--- src/rtl/proj_lanex.sv ---
// Multi-channel valid/ready traffic generator and loopback checker.
// Interleaves per-channel counter or LFSR sequences and checks tagged returns against them.
module proj_lanex #(
  parameter int             W    = 16,
  parameter int             C    = 2,
  parameter int             CW   = 1,
  parameter int             EW   = 8,
  parameter int             X    = 1,
  parameter int             MODE = 0,
  parameter logic [W-1:0]   POLY = 16'hB400,
  parameter int             N    = 0
) (
  input  logic              clk,
  input  logic              rst,
  input  logic              en,
  output logic [W-1:0]      wrdata,
  output logic [CW-1:0]     wrtag,
  output logic              wrvld,
  input  logic              wrrdy,
  input  logic [W-1:0]      rddata,
  input  logic [CW-1:0]     rdtag,
  input  logic              rdvld,
  output logic              rdrdy,
  output logic [C*EW-1:0]   errcntrs,
  output logic [C-1:0]      errflgs,
  output logic              tagerr,
  output logic              done
);

  localparam logic [31:0] NMAX       = 32'(N);
  localparam logic        RUNFOREVER = (N == 0);
  localparam logic [CW:0] CNUM       = (CW+1)'(C);

  function automatic logic [W-1:0] seq_step(input logic [W-1:0] s);
    logic [W-1:0] r;
    if (MODE == 1) r = (s >> 1) ^ (s[0] ? POLY : {W{1'b0}});
    else           r = s + W'(X);
    return r;
  endfunction

  function automatic logic [W-1:0] seq_seed(input int c);
    return (MODE == 1) ? W'(c + 1) : {W{1'b0}};
  endfunction

  function automatic logic [CW-1:0] next_ch(input logic [CW-1:0] c);
    return (c == CW'(C - 1)) ? {CW{1'b0}} : c + CW'(1'b1);
  endfunction

  logic [W-1:0]    gen_r      [C];
  logic [W-1:0]    gen_nxt_s  [C];
  logic [31:0]     sent_r     [C];
  logic [31:0]     sent_nxt_s [C];
  logic [CW-1:0]   ptr_r, ptr_nxt_s, cand_s;
  logic            acc_s, left_s, found_s, hit_s;
  logic            wrvld_r;
  logic [W-1:0]    wrdata_r;
  logic [CW-1:0]   wrtag_r;

  logic            rdrdy_r, beat_r;
  logic [W-1:0]    bdata_r;
  logic [CW-1:0]   btag_r;
  logic [W-1:0]    exp_r      [C];
  logic [31:0]     rcv_r      [C];
  logic [31:0]     rcv_nxt_s  [C];
  logic [C-1:0]    chk_s;
  logic            tagok_s, mism_s, alldone_s;
  logic [C*EW-1:0] errcnt_r;
  logic [C-1:0]    errflg_r;
  logic            tagerr_r, done_r;

  // Sequence, count and round-robin pointer updates caused by an accept
  always_comb begin
    acc_s  = wrvld_r & wrrdy;
    left_s = RUNFOREVER;
    for (int c = 0; c < C; c++) begin
      gen_nxt_s[c]  = (acc_s && wrtag_r == CW'(c)) ? seq_step(gen_r[c]) : gen_r[c];
      sent_nxt_s[c] = (acc_s && wrtag_r == CW'(c)) ? sent_r[c] + 32'd1 : sent_r[c];
      left_s        = left_s | (sent_nxt_s[c] < NMAX);
    end
    ptr_nxt_s = ptr_r;
    cand_s    = wrtag_r;
    found_s   = 1'b0;
    hit_s     = 1'b0;
    // walk forward from the accepted channel, skipping channels that reached N
    for (int i = 0; i < C; i++) begin
      cand_s    = next_ch(cand_s);
      hit_s     = !found_s && (RUNFOREVER || sent_nxt_s[cand_s] < NMAX);
      ptr_nxt_s = (acc_s && hit_s) ? cand_s : ptr_nxt_s;
      found_s   = found_s | hit_s;
    end
  end

  // Generator state and the registered source port
  always_ff @(posedge clk) begin
    if (!rst) begin
      for (int c = 0; c < C; c++) begin
        gen_r[c]  <= seq_seed(c);
        sent_r[c] <= 32'd0;
      end
      ptr_r    <= {CW{1'b0}};
      wrvld_r  <= 1'b0;
      wrdata_r <= {W{1'b0}};
      wrtag_r  <= {CW{1'b0}};
    end else begin
      for (int c = 0; c < C; c++) begin
        gen_r[c]  <= gen_nxt_s[c];
        sent_r[c] <= sent_nxt_s[c];
      end
      ptr_r <= ptr_nxt_s;
      if (wrvld_r && !wrrdy) begin
        wrvld_r <= 1'b1;
      end else if (en && left_s) begin
        wrvld_r  <= 1'b1;
        wrdata_r <= gen_nxt_s[ptr_nxt_s];
        wrtag_r  <= ptr_nxt_s;
      end else begin
        wrvld_r <= 1'b0;
      end
    end
  end

  // Returned beats are staged one cycle so results appear the edge after the beat
  always_ff @(posedge clk) begin
    if (!rst) begin
      rdrdy_r <= 1'b0;
      beat_r  <= 1'b0;
      bdata_r <= {W{1'b0}};
      btag_r  <= {CW{1'b0}};
    end else begin
      rdrdy_r <= 1'b1;
      beat_r  <= rdvld & rdrdy_r;
      bdata_r <= rddata;
      btag_r  <= rdtag;
    end
  end

  // Compare the staged beat and derive receive counts and completion
  always_comb begin
    tagok_s   = ({1'b0, btag_r} < CNUM);
    mism_s    = 1'b0;
    alldone_s = !RUNFOREVER;
    for (int c = 0; c < C; c++) begin
      chk_s[c]     = beat_r && tagok_s && (btag_r == CW'(c));
      mism_s       = mism_s | (chk_s[c] && (bdata_r != exp_r[c]));
      rcv_nxt_s[c] = chk_s[c] ? rcv_r[c] + 32'd1 : rcv_r[c];
      alldone_s    = alldone_s & (rcv_nxt_s[c] == NMAX);
    end
  end

  // Checker state: expected sequences advance on their own, never from rddata
  always_ff @(posedge clk) begin
    if (!rst) begin
      for (int c = 0; c < C; c++) begin
        exp_r[c] <= seq_seed(c);
        rcv_r[c] <= 32'd0;
      end
      errcnt_r <= {(C*EW){1'b0}};
      errflg_r <= {C{1'b0}};
      tagerr_r <= 1'b0;
      done_r   <= 1'b0;
    end else begin
      for (int c = 0; c < C; c++) begin
        rcv_r[c] <= rcv_nxt_s[c];
        if (chk_s[c]) begin
          exp_r[c] <= seq_step(exp_r[c]);
        end
        if (chk_s[c] && mism_s) begin
          errflg_r[c] <= 1'b1;
          if (errcnt_r[c*EW +: EW] != {EW{1'b1}}) begin
            errcnt_r[c*EW +: EW] <= errcnt_r[c*EW +: EW] + EW'(1'b1);
          end
        end
      end
      if (beat_r && !tagok_s) begin
        tagerr_r <= 1'b1;
      end
      done_r <= done_r | alldone_s;
    end
  end

  assign wrvld    = wrvld_r;
  assign wrdata   = wrdata_r;
  assign wrtag    = wrtag_r;
  assign rdrdy    = rdrdy_r;
  assign errcntrs = errcnt_r;
  assign errflgs  = errflg_r;
  assign tagerr   = tagerr_r;
  assign done     = done_r;

endmodule

--- config.mk ---
export PLATFORM = sky130hd
export DESIGN_NAME = proj_lanex
export DESIGN_NICKNAME = d
export VERILOG_FILES = /design/src/rtl/proj_lanex.sv
export SDC_FILE = /design/constraint.sdc
export NUM_CORES = 1
export LEC_CHECK = 0
export BUFFER_PORTS_ARGS = -buffer_cell sky130_fd_sc_hd__buf_2
export CAP_MARGIN = 20
export CORE_MARGIN = 5
export CORE_UTILIZATION = 47
export DETAILED_ROUTE_END_ITERATION = 7
export PLACE_DENSITY_LB_ADDON = 0.05
export SYNTH_ARGS = -nofsm -noshare
export SYNTH_HDL_FRONTEND = slang
export SYNTH_SLANG_ARGS = --single-unit
--- constraint.sdc ---
create_clock -name clk -period 2.5 [get_ports clk]
set_input_delay 0.25 -clock clk [delete_from_list [all_inputs] [get_ports clk]]
set_output_delay 0.25 -clock clk [all_outputs]
set_load 0.03 [all_outputs]
==> summary.md <==
| Metric | Value |
|---|---|
| Outcome | `finished clean` |
| Nets | `672` |
| Hold Violations, Final | `0` |
| DR WL/cell | `14.73 um` |
| EDFF count, synth | `32` |
| Maximum clock frequency | `0.4954 GHz` |
| Crit-path cells | `xor2_1, nor4_1, nand4_1, o2111ai_4, mux2i_1, nor2_1` |
| # diodes | `0` |
| # hold bufs at CTS | `0` |
| Internal power component | `3.591 mW` |
| Via count | `4,176` |
| Clock Root Buffer | `clkbuf_16` |
| Global-route usage over all layers | `17.69%` |
| Worst-Skew Late Latency | `0.41 ns` |
| Die H | `118.2 um` |
| Synthesized flop and latch total | `120` |
| Worst-path clk slew | `0.06 ns` |
| Sw Pwr | `1.067 mW` |
| Grt total ovfl | `0` |
| Clk buf depth | `2` |
| Main flop type after synthesis | `dfxtp_1` |
| Final setup vio count | `0` |
| Cell Rows | `39` |
| I/O Pins | `61` |
| Num CTS Buffers | `17` |
| Fin crit share | `80.74%` |
| Seq/Total Area, Yosys | `49.45%` |
| Post-DP Area | `5929 um2` |
| Fin worst setup slack | `0.4816 ns` |
| CP top delay family | `simple AND/OR/NAND/NOR gates` |
| H-Tree Depth | `4` |
| Cell count after synthesis | `583` |
| Critical-path top delay cell | `edfxtp_1` |
| Min-Delay Startpoint | `rddata[3]` |
| Layout cells sized above 1 | `15.68%` |
| PnR Total Power | `4.658 mW` |
| Post-CTS Setup Inserts | `0` |
| Post-synth top area share | `32.00%` |
| I/O Buffers | `58` |
| Switching Fraction | `22.91%` |
| CTS tree | `done` |
| Hold WC Path Type | `input pin to flip-flop` |
| Vias in the first global route | `4,171` |
| Hold_ws | `0.04939 ns` |
| Crit end category | `flip-flop` |
| Gate power share | `5.4%` |
| Final Core Density | `56.61%` |
| Post-Syn Area per Cell | `9.443 um2` |
| Setup CP Type | `flip-flop to flip-flop` |
| Total die area | `13,980 um2` |
| RR Startpoint | `exp_r[0][28]` |
| DRC | `0` |
| CP Data Arrival Time | `2.31 ns` |
| RSZ-0062 raised after global routing | `false` |
| Post-cts resize count | `0` |
| Syn-to-layout area delta | `17.91%` |
| Placeable Area | `11,470 um2` |
| Mapped cell area | `5505 um2` |
| Final Critical Period | `2.018 ns` |
| Worst slew pin tran | `0.7104 ns` |
| Syn. warnings | `0` |
| Clk pwr share | `49.3%` |
| Maximum Capacitance Violations | `0` |
| Async SR Flop Fraction | `0%` |
| Top post-synthesis cells by area | `dfxtp_1 (32%), edfxtp_1 (17%), xor2_1 (8.8%), nor2_1 (4.7%), xnor2_1 (4.5%)` |
| P_leak | `2.546 nW` |
| Gpl congestion | `0.8653` |
| Layout Cells excl Fill | `800` |
| Register share of total power | `45.4%` |
| Largest net degree at the start of global routing | `33` |
| Final TNS setup | `0 ns` |
| Buf/Inv on CP | `0` |
| Dpl hpwl | `8521 um` |
| Relative slew slack | `52.52%` |
| ANT nets after route | `0` |
| Crit path from | `exp_r[0][28]` |
| Routed WL | `11,780 um` |
| Vias per Instance | `5.220` |
| Power Density | `717.6 nW/um2` |
| Worst vdd ir | `0.5396 mV` |
| CP Launch Type | `flip-flop` |
| Req. time, crit path | `2.79 ns` |
| Synth area leader | `dfxtp_1` |
| Final Max Tran Viols | `0` |
| Cell with the most instances after synthesis | `dfxtp_1` |
| Slowest stage delay, CP | `0.45 ns` |
| First-pass GRT wire length | `20,450 um` |
| Unique masters post-synth | `46` |
| Clock skew | `0.007692 ns` |
| Initial Utilization | `48.01%` |
| Die Wd | `118.2 um` |
| Initial DRC count | `221` |
| Commonest cells in the netlist | `dfxtp_1 (88), nor2_1 (69), xor2_1 (55), nand3_1 (43), nand2_1 (41)` |
| Drt first pass iters | `4` |
| Placed cells | `768` |
| FILL cells | `1,019` |
| Critical path peak fanout | `9` |
| Cell area after layout | `6491 um2` |
| Pre-CTS setup slack | `0.5003 ns` |
| Antenna violations before repair | `0` |
| TritonCTS Sinks | `120` |
cells in the final DEF, fill, tap and decap left out, drive strengths merged, types with 2 or more instances in the layout:
master / count
inv: 9
nand3: 43
nor2: 69
edfxtp: 32
buf: 65
a22oi: 4
and4: 2
and3: 17
xor2: 55
clkinvlp: 6
nand2: 41
o21ai: 22
a21oi: 22
dfxtp: 88
o2bb2ai: 3
mux2i: 9
xnor2: 28
a31oi: 3
o311ai: 2
ha: 6
clkinv: 7
clkbuf: 17
nor3: 10
nand2b: 7
nor4: 9
bufinv: 2
o31ai: 2
or2: 3
or3: 13
conb: 2
nand4: 15
and2: 30
nor2b: 4
power groups by stage:
stage               clock network, mW  registers (mW)  logic, mW
global route                     2.45            2.12      0.280
floorplan                           0            2.16      0.162
detailed placement                  0            2.15      0.251
CTS                              2.35            2.11      0.253
finish                           2.30            2.11      0.250
global placement                    0            2.15      0.250
final timing paths:
check | to | slack, ns | cells after the start
worst min-delay path | bdata_r[3] | 0.05 | 2
worst max register to register | errcntrs[9] | 0.48 | 6
worst min register to register | wrdata[8] | 0.45 | 2
worst max-delay path | errcntrs[9] | 0.48 | 6
area by class of cell:
class                           instances  area, um2  share of cell area, %
Clock inverter                         15      136.4                  2.101
Clock buffer                           17      425.4                  6.554
Multi-Input combinational cell        431       2651                  40.84
Timing Repair Buffer                   65      342.8                  5.281
Inverter                                9      33.78                 0.5204
Tap cell                              143      178.9                  2.756
Sequential cell                       120       2723                  41.94
state kept, by name, indices dropped and copies added, names as in the netlist:
| register | count |
|---|---|
| exp_r | 32 |
| gen_r | 32 |
| bdata_r | 16 |
| errcntrs | 16 |
| wrdata | 16 |
| errflgs | 2 |
| beat_r | 1 |
| btag_r | 1 |
| ptr_r | 1 |
| rdrdy | 1 |
| wrtag | 1 |
| wrvld | 1 |
cell families after synthesis:
| family | Yosys count | share of synthesized area [%] |
|---|---|---|
| AND/OR/NAND/NOR | 265 | 24.34 |
| adder cells (fa/ha/maj) | 6 | 1.364 |
| buffers and inverters | 33 | 2.454 |
| flip-flops | 120 | 49.45 |
| XOR/XNOR | 83 | 13.20 |
| AO/OA/AOI/OAI | 66 | 7.478 |
| other | 1 | 0.06812 |
| multiplexers | 9 | 1.636 |
metal layers:
| layer | vias up | wire length (um) | global-route usage (%) |
|---|---|---|---|
| li1 | 2135 | - | - |
| met1 | 1957 | 5872 | 24.58 |
| met2 | 76 | 5228 | 26.69 |
| met3 | 8 | 569 | 5.349 |
| met4 | 0 | 112 | 5.233 |
| met5 | - | 0 | 0 |
worst register-to-register path: stages (launching register included):
cell       delay [ns]
edfxtp_1         0.45
xor2_1           0.19
nor4_1           0.45
nand4_1          0.29
o2111ai_4        0.25
mux2i_1          0.23
nor2_1           0.05
Power figures use the tool's default switching activity.
